$ cat config.mk
export PLATFORM = sky130hd
export DESIGN_NAME = sformat_pad_align_stream
export DESIGN_NICKNAME = d
export VERILOG_FILES = /design/src/rtl/sformat_pad_align_stream.sv
export SDC_FILE = /design/constraint.sdc
export NUM_CORES = 1
export LEC_CHECK = 0
export ABC_AREA = 1
export CAP_MARGIN = 20
export CORE_MARGIN = 2
export CORE_UTILIZATION = 54
export DETAILED_ROUTE_END_ITERATION = 8
export PLACE_DENSITY = 0.78
export SETUP_SLACK_MARGIN = 0.02
export SYNTH_ARGS = -nofsm -noshare
export SYNTH_HDL_FRONTEND = slang
export SYNTH_SLANG_ARGS = --single-unit
$ cat constraint.sdc
create_clock -name clk -period 4.1 [get_ports clk]
set_input_delay 0.82 -clock clk [delete_from_list [all_inputs] [get_ports clk]]
set_output_delay 0.82 -clock clk [all_outputs]
set_load 0.05 [all_outputs]
$ cat src/rtl/sformat_pad_align_stream.sv
// sformat_pad_align_stream
// Formats one integer per request as a decimal ASCII field with a minimum
// width, space or zero padding and optional left justification, streamed out
// one character per handshake.
//
// Ports
//   clk, rst          clock, asynchronous active-high reset
//   in_valid/in_ready request handshake (ready only when idle)
//   in_value          integer to format (two's complement when in_signed)
//   in_width          minimum field width in characters
//   in_zero, in_left  zero-pad / left-justify flags
//   out_valid/ready   character handshake
//   out_char, out_last ASCII character, final character of the field
//   busy              request in progress
//
// state | meaning
// IDLE  | waiting for a request, in_ready high
// CONV  | peeling one decimal digit per cycle, least significant first
// EMIT  | streaming pad, sign and digits
module sformat_pad_align_stream #(
   parameter int DATA_W  = 16,
   parameter int DIG_MAX = 5,
   parameter int WID_W   = 4
) (
   input  logic              clk,
   input  logic              rst,
   input  logic              in_valid,
   output logic              in_ready,
   input  logic [DATA_W-1:0] in_value,
   input  logic [WID_W-1:0]  in_width,
   input  logic              in_zero,
   input  logic              in_left,
   input  logic              in_signed,
   output logic              out_valid,
   input  logic              out_ready,
   output logic [7:0]        out_char,
   output logic              out_last,
   output logic              busy
);

   localparam int CNT_W = $clog2(DIG_MAX + 1);
   localparam int LW    = ((WID_W > CNT_W) ? WID_W : CNT_W) + 1;

   typedef enum logic [1:0] {S_IDLE, S_CONV, S_EMIT} state_t;

   state_t             r_state;
   state_t             w_state_nxt;

   logic [DATA_W-1:0]  r_mag;
   logic               r_neg;
   logic [WID_W-1:0]   r_width;
   logic               r_zero;
   logic               r_left;
   logic [3:0]         r_dig [DIG_MAX];
   logic [CNT_W-1:0]   r_dcnt;
   logic [CNT_W-1:0]   r_didx;
   logic [WID_W-1:0]   r_pad;
   logic               r_sign;

   logic               w_neg_in;
   logic [DATA_W-1:0]  w_quot;
   logic [3:0]         w_digit;
   logic               w_conv_done;
   logic [LW-1:0]      w_len;
   logic [LW-1:0]      w_wid_ext;
   logic [WID_W-1:0]   w_pad;
   logic [LW-1:0]      w_remain;
   logic [CNT_W-1:0]   w_didx_m1;
   logic [7:0]         w_dig_char;
   logic               w_fire;
   logic               w_take_pad;
   logic               w_take_sign;
   logic               w_take_dig;

   assign w_neg_in    = in_signed && in_value[DATA_W-1];
   assign w_quot      = r_mag / DATA_W'(10);
   assign w_digit     = 4'(r_mag % DATA_W'(10));
   assign w_conv_done = (w_quot == '0);

   // Field length once the digit being stored this cycle is counted.
   assign w_len       = LW'(r_dcnt) + LW'(1) + LW'(r_neg);
   assign w_wid_ext   = LW'(r_width);
   assign w_pad       = (w_wid_ext > w_len) ? WID_W'(w_wid_ext - w_len) : '0;

   assign w_remain    = LW'(r_pad) + LW'(r_sign) + LW'(r_didx);
   assign w_didx_m1   = r_didx - CNT_W'(1);
   assign w_dig_char  = {4'h3, r_dig[w_didx_m1]};
   assign w_fire      = out_valid && out_ready;

   always_ff @(posedge clk or posedge rst) begin
      if (rst) r_state <= S_IDLE;
      else     r_state <= w_state_nxt;
   end

   always_comb begin
      w_state_nxt = r_state;
      in_ready    = 1'b0;
      out_valid   = 1'b0;
      out_char    = 8'h00;
      out_last    = 1'b0;
      w_take_pad  = 1'b0;
      w_take_sign = 1'b0;
      w_take_dig  = 1'b0;
      case (r_state)
         S_IDLE: begin
            in_ready = 1'b1;
            if (in_valid) w_state_nxt = S_CONV;
         end
         S_CONV: begin
            if (w_conv_done) w_state_nxt = S_EMIT;
         end
         S_EMIT: begin
            out_valid = 1'b1;
            out_last  = (w_remain == LW'(1));
            if (r_left) begin
               if (r_sign) begin
                  out_char = 8'h2D; w_take_sign = 1'b1;
               end else if (r_didx != '0) begin
                  out_char = w_dig_char; w_take_dig = 1'b1;
               end else begin
                  out_char = 8'h20; w_take_pad = 1'b1;
               end
            end else if (r_zero) begin
               if (r_sign) begin
                  out_char = 8'h2D; w_take_sign = 1'b1;
               end else if (r_pad != '0) begin
                  out_char = 8'h30; w_take_pad = 1'b1;
               end else begin
                  out_char = w_dig_char; w_take_dig = 1'b1;
               end
            end else begin
               if (r_pad != '0) begin
                  out_char = 8'h20; w_take_pad = 1'b1;
               end else if (r_sign) begin
                  out_char = 8'h2D; w_take_sign = 1'b1;
               end else begin
                  out_char = w_dig_char; w_take_dig = 1'b1;
               end
            end
            if (out_ready && out_last) w_state_nxt = S_IDLE;
         end
         default: w_state_nxt = S_IDLE;
      endcase
      busy = !in_ready;
   end

   always_ff @(posedge clk or posedge rst) begin
      if (rst) begin
         r_mag   <= '0;
         r_neg   <= 1'b0;
         r_width <= '0;
         r_zero  <= 1'b0;
         r_left  <= 1'b0;
         r_dcnt  <= '0;
         r_didx  <= '0;
         r_pad   <= '0;
         r_sign  <= 1'b0;
         for (int i = 0; i < DIG_MAX; i++) r_dig[i] <= '0;
      end else begin
         case (r_state)
            S_IDLE: begin
               if (in_valid) begin
                  r_neg   <= w_neg_in;
                  // Negating the most-negative value wraps back to itself,
                  // which read as unsigned is exactly its magnitude.
                  r_mag   <= w_neg_in ? (~in_value + DATA_W'(1)) : in_value;
                  r_width <= in_width;
                  r_zero  <= in_zero;
                  r_left  <= in_left;
                  r_dcnt  <= '0;
                  r_didx  <= '0;
                  r_pad   <= '0;
                  r_sign  <= 1'b0;
               end
            end
            S_CONV: begin
               if (r_dcnt < CNT_W'(DIG_MAX)) begin
                  r_dig[r_dcnt] <= w_digit;
                  r_dcnt        <= r_dcnt + CNT_W'(1);
               end
               r_mag <= w_quot;
               if (w_conv_done) begin
                  r_didx <= r_dcnt + CNT_W'(1);
                  r_pad  <= w_pad;
                  r_sign <= r_neg;
               end
            end
            S_EMIT: begin
               if (w_fire) begin
                  if (w_take_pad)  r_pad  <= r_pad - WID_W'(1);
                  if (w_take_sign) r_sign <= 1'b0;
                  if (w_take_dig)  r_didx <= w_didx_m1;
               end
            end
            default: ;
         endcase
      end
   end

endmodule

==> reports/metrics.csv, run 1 <==
stage,metric,value,unit
status,status,"finished, violations left",
status,violations,negative setup slack,
global_route,grt_use_total,27.5,%
floorplan,die_area,0.00961,mm^2
timing,slew_viol_final,0,
setup_path,regToRegEndpoint,r_dig[10],
timing,fmax,192,MHz
yosys,synth_area_leaders,"dfrtp_1, nand2_1, inv_1, nand3_1, o21ai_0",
timing,finalSetupViolations,29,
setup_path,max_stage_delay,0.48,ns
route,num_vias,5175,
global_route,grt_pass1_wl,22300,um
finish,antenna_cells,0,
yosys,synth_top_area_cell,dfrtp_1,
setup_path,r2r_setup_slack,-1.10,ns
clocking,clkSinkCount,56,
route,ant_nets,0,
clocking,clockRootBuffer,clkbuf_8,
setup_path,crit_top_cell,nand2_4,
global_route,grt_overflow,0,
route,via_per_inst,5.72,
floorplan,initial_utilization,55.3,%
finish,layout-drive-gt1-share,28.2,%
yosys,synth_edf_count,0,
floorplan,die_x,98.0,um
yosys,synth_top_area_share,29.3,%
hold_path,hold_start,r_dig[1],
flow_run,maxCapViolCount,0,
route,totalWireLength,13600,um
route,dr.pass1.iters,5,
yosys,synth-warning-count,0,
timing,fin_crit,5.20,ns
timing,rsz0062_at_grt,yes,
timing,skew,0.0154,ns
global_route,antenna_found_initial,0,
clocking,cts_buffers,5,
route,drtIter0Drc,345,
yosys,async_flop_share,100,%
floorplan,io_pins,39,
setup_path,crit_required,4.37,ns
setup_path,worstPathMaxFanout,6,
floorplan,rows,34,
clocking,insertion_delay,0.32,ns
timing,fin_crit_sh,127,%
timing,hold_viol,0,
yosys,ys.flop_type,dfrtp_1,
setup_path,reg2reg_depth,53,
clocking,cts_tree,done,
yosys,synth_area,0.00478,mm^2
setup_path,critical-path-slowest-cell,dfrtp_2,
clocking,path_clk_slew,0.12,ns
timing,timing.final.ws_setup,-1.10,ns
yosys,ys_seq_area_share,29.3,%
placement,place_area,0.00555,mm^2
yosys,synth-seq-cells,56,
clocking,cts.path.max_buffers,2,
floorplan,fp.dieH,98.0,um
placement,dp_hpwl,9170,um
setup_path,timing.rr.start,r_mag[13],
global_route,grt_max_degree,37,
finish,fin_area,0.00632,mm^2
setup_path,arrival,5.48,ns
clocking,htree_levels,2,
finish,area_growth,32.3,%
timing,slew-limit-headroom,41.1,%
placement,gp_congestion,0.878,
hold_path,worstHoldPathCells,2,
yosys,synth_area_per_cell,6.78,um^2
floorplan,coreArea,0.00864,mm^2
finish,utilization,73.2,%
global_route,grt_pass1_vias,4988,
route,remaining_drc_errors,0,
hold_path,hold_class,reg -> reg,
setup_path,critPathCaptureType,flip-flop,
finish,nNetsFinal,843,
route,wl_per_cell,15.0,um
hold_path,min_to,r_dig[1],
placement,io_buffers,36,
yosys,yosysUniqueCellTypes,44,
clocking,postCtsHoldBufs,0,
yosys,synthCells,704,
timing,tightest_slew,0.878,ns
setup_path,critPathLaunchType,flip-flop,
setup_path,setup.worst_path.class,reg -> reg,
==> state kept, by name (all words and copies together) (netlist names) <==
register  count
r_dcnt        3
r_sign        1
r_zero        1
r_left        1
r_width       4
r_pad         4
r_didx        3
r_state       2
r_dig        20
r_neg         1
r_mag        16
==> per-layer routing <==
metal  wire length, um  vias up  share of wire (%)  track usage (%)
met5                 0        -                  0                0
met4               441        0                3.2             8.87
met3               780       49                5.7             3.36
met2              6840      207                 50             48.6
met1              5530     2432                 41             35.1
li1                  -     2487                  -                -
==> synthesized netlist by cell type (4+ instances only) <==
cell / n
xor2_1: 4
xnor2_1: 6
inv_2: 19
nand2_2: 23
nor3_1: 12
nor2_1: 34
nand3_1: 61
nand4_1: 14
o22ai_1: 5
clkbuf_1: 8
nand2_1: 193
nand3_2: 13
nor4_1: 4
inv_1: 84
ha_1: 17
o21ai_0: 59
buf_4: 6
nand2_4: 16
a21oi_1: 25
o21ai_1: 6
dfrtp_1: 56
==> worst max-delay path by stage <==
stage	start	to	slack, ns	depth (start not counted)
after floorplan	r_mag[15]	r_state[0]	-0.44	56
after global placement	r_mag[15]	r_pad[3]	-0.82	50
after detailed placement	r_mag[15]	r_pad[2]	-1.07	48
after CTS	r_mag[15]	r_didx[1]	-0.90	50
after global routing	r_mag[13]	r_dig[10]	-1.50	56
final	r_mag[13]	r_dig[10]	-1.10	53
==> cell usage in the layout (no fill, tap or decap), types with 4 or more instances in the layout <==
cell               n
a21oi_1           25
buf_4             57
buf_6              5
clkbuf_8           5
clkdlybuf4s50_1   32
dfrtp_1           53
ha_1              17
inv_1             79
inv_2             20
inv_4              4
nand2_1          152
nand2_2           44
nand2_4           34
nand3_1           49
nand3_2           11
nand3_4           15
nand4_1           14
nor2_1            32
nor3_1            11
o21ai_0           48
o21ai_1           11
o21ai_2            6
o22ai_1            4
xnor2_1            6
xor2_1             4
==> layout make-up <==
cell class                      instances  area [um^2]
Fill cell                             654         2320
Clock buffer                            5         68.8
Tap cell                              108          135
Timing Repair Buffer                   99          890
Multi-Input combinational cell        528         3380
Clock inverter                          3         27.5
Inverter                              106          408
Sequential cell                        56         1410
==> stage by stage <==
stage	hold slack [ns]	cells	setup TNS, ns	worst slack (ns)
after floorplan	0.444	705	-9.74	-0.437
after global placement	0.458	871	-19.28	-0.824
after detailed placement	0.466	871	-26.31	-1.07
after CTS	0.494	895	-22.84	-0.899
after global routing	0.523	905	-37.97	-1.50
final	0.496	905	-27.58	-1.10
==> kinds of logic (layout without fill, tap and decap cells) <==
kind of cell | count (synthesis) | after routing | share of synthesized area [%]
xor gates and xnor gates | 10 | 10 | 1.83
other | 1 | 2 | 0.0785
adders and majority gates | 20 | 20 | 5.71
buffers and inverters | 121 | 213 | 10.1
DFF | 56 | 56 | 29.3
AOI/OAI and AO/OA | 121 | 121 | 14.5
and+or+nand+nor | 375 | 375 | 38.4
==> critical path, delay by kind of cell (launching register included) <==
kind | cells | cell delay [ns]
AO/OA/AOI/OAI | 1 | 0.20
buffers and inverters | 11 | 0.97
AND/OR/NAND/NOR | 41 | 3.50
flip-flops | 1 | 0.48
==> timing repair <==
item,4_1_cts,5_1_grt
gates cloned,1,0
resized for setup,69,51
setup buffers,15,10
pin swaps,23,26
setup endpoints to repair,29,34
Power of run 1 is left out: the tool's default activity adds up to more than one toggle a clock period on the data nets, which glitch-free logic cannot reach.
==> run 2: changes to the inputs <==
- CTS_CLUSTER_DIAMETER: default -> 200
==> results of run 2 <==
The final DEF is identical to that of run 1; final timing and power are the same.
Power of run 2 is left out for the same reason.
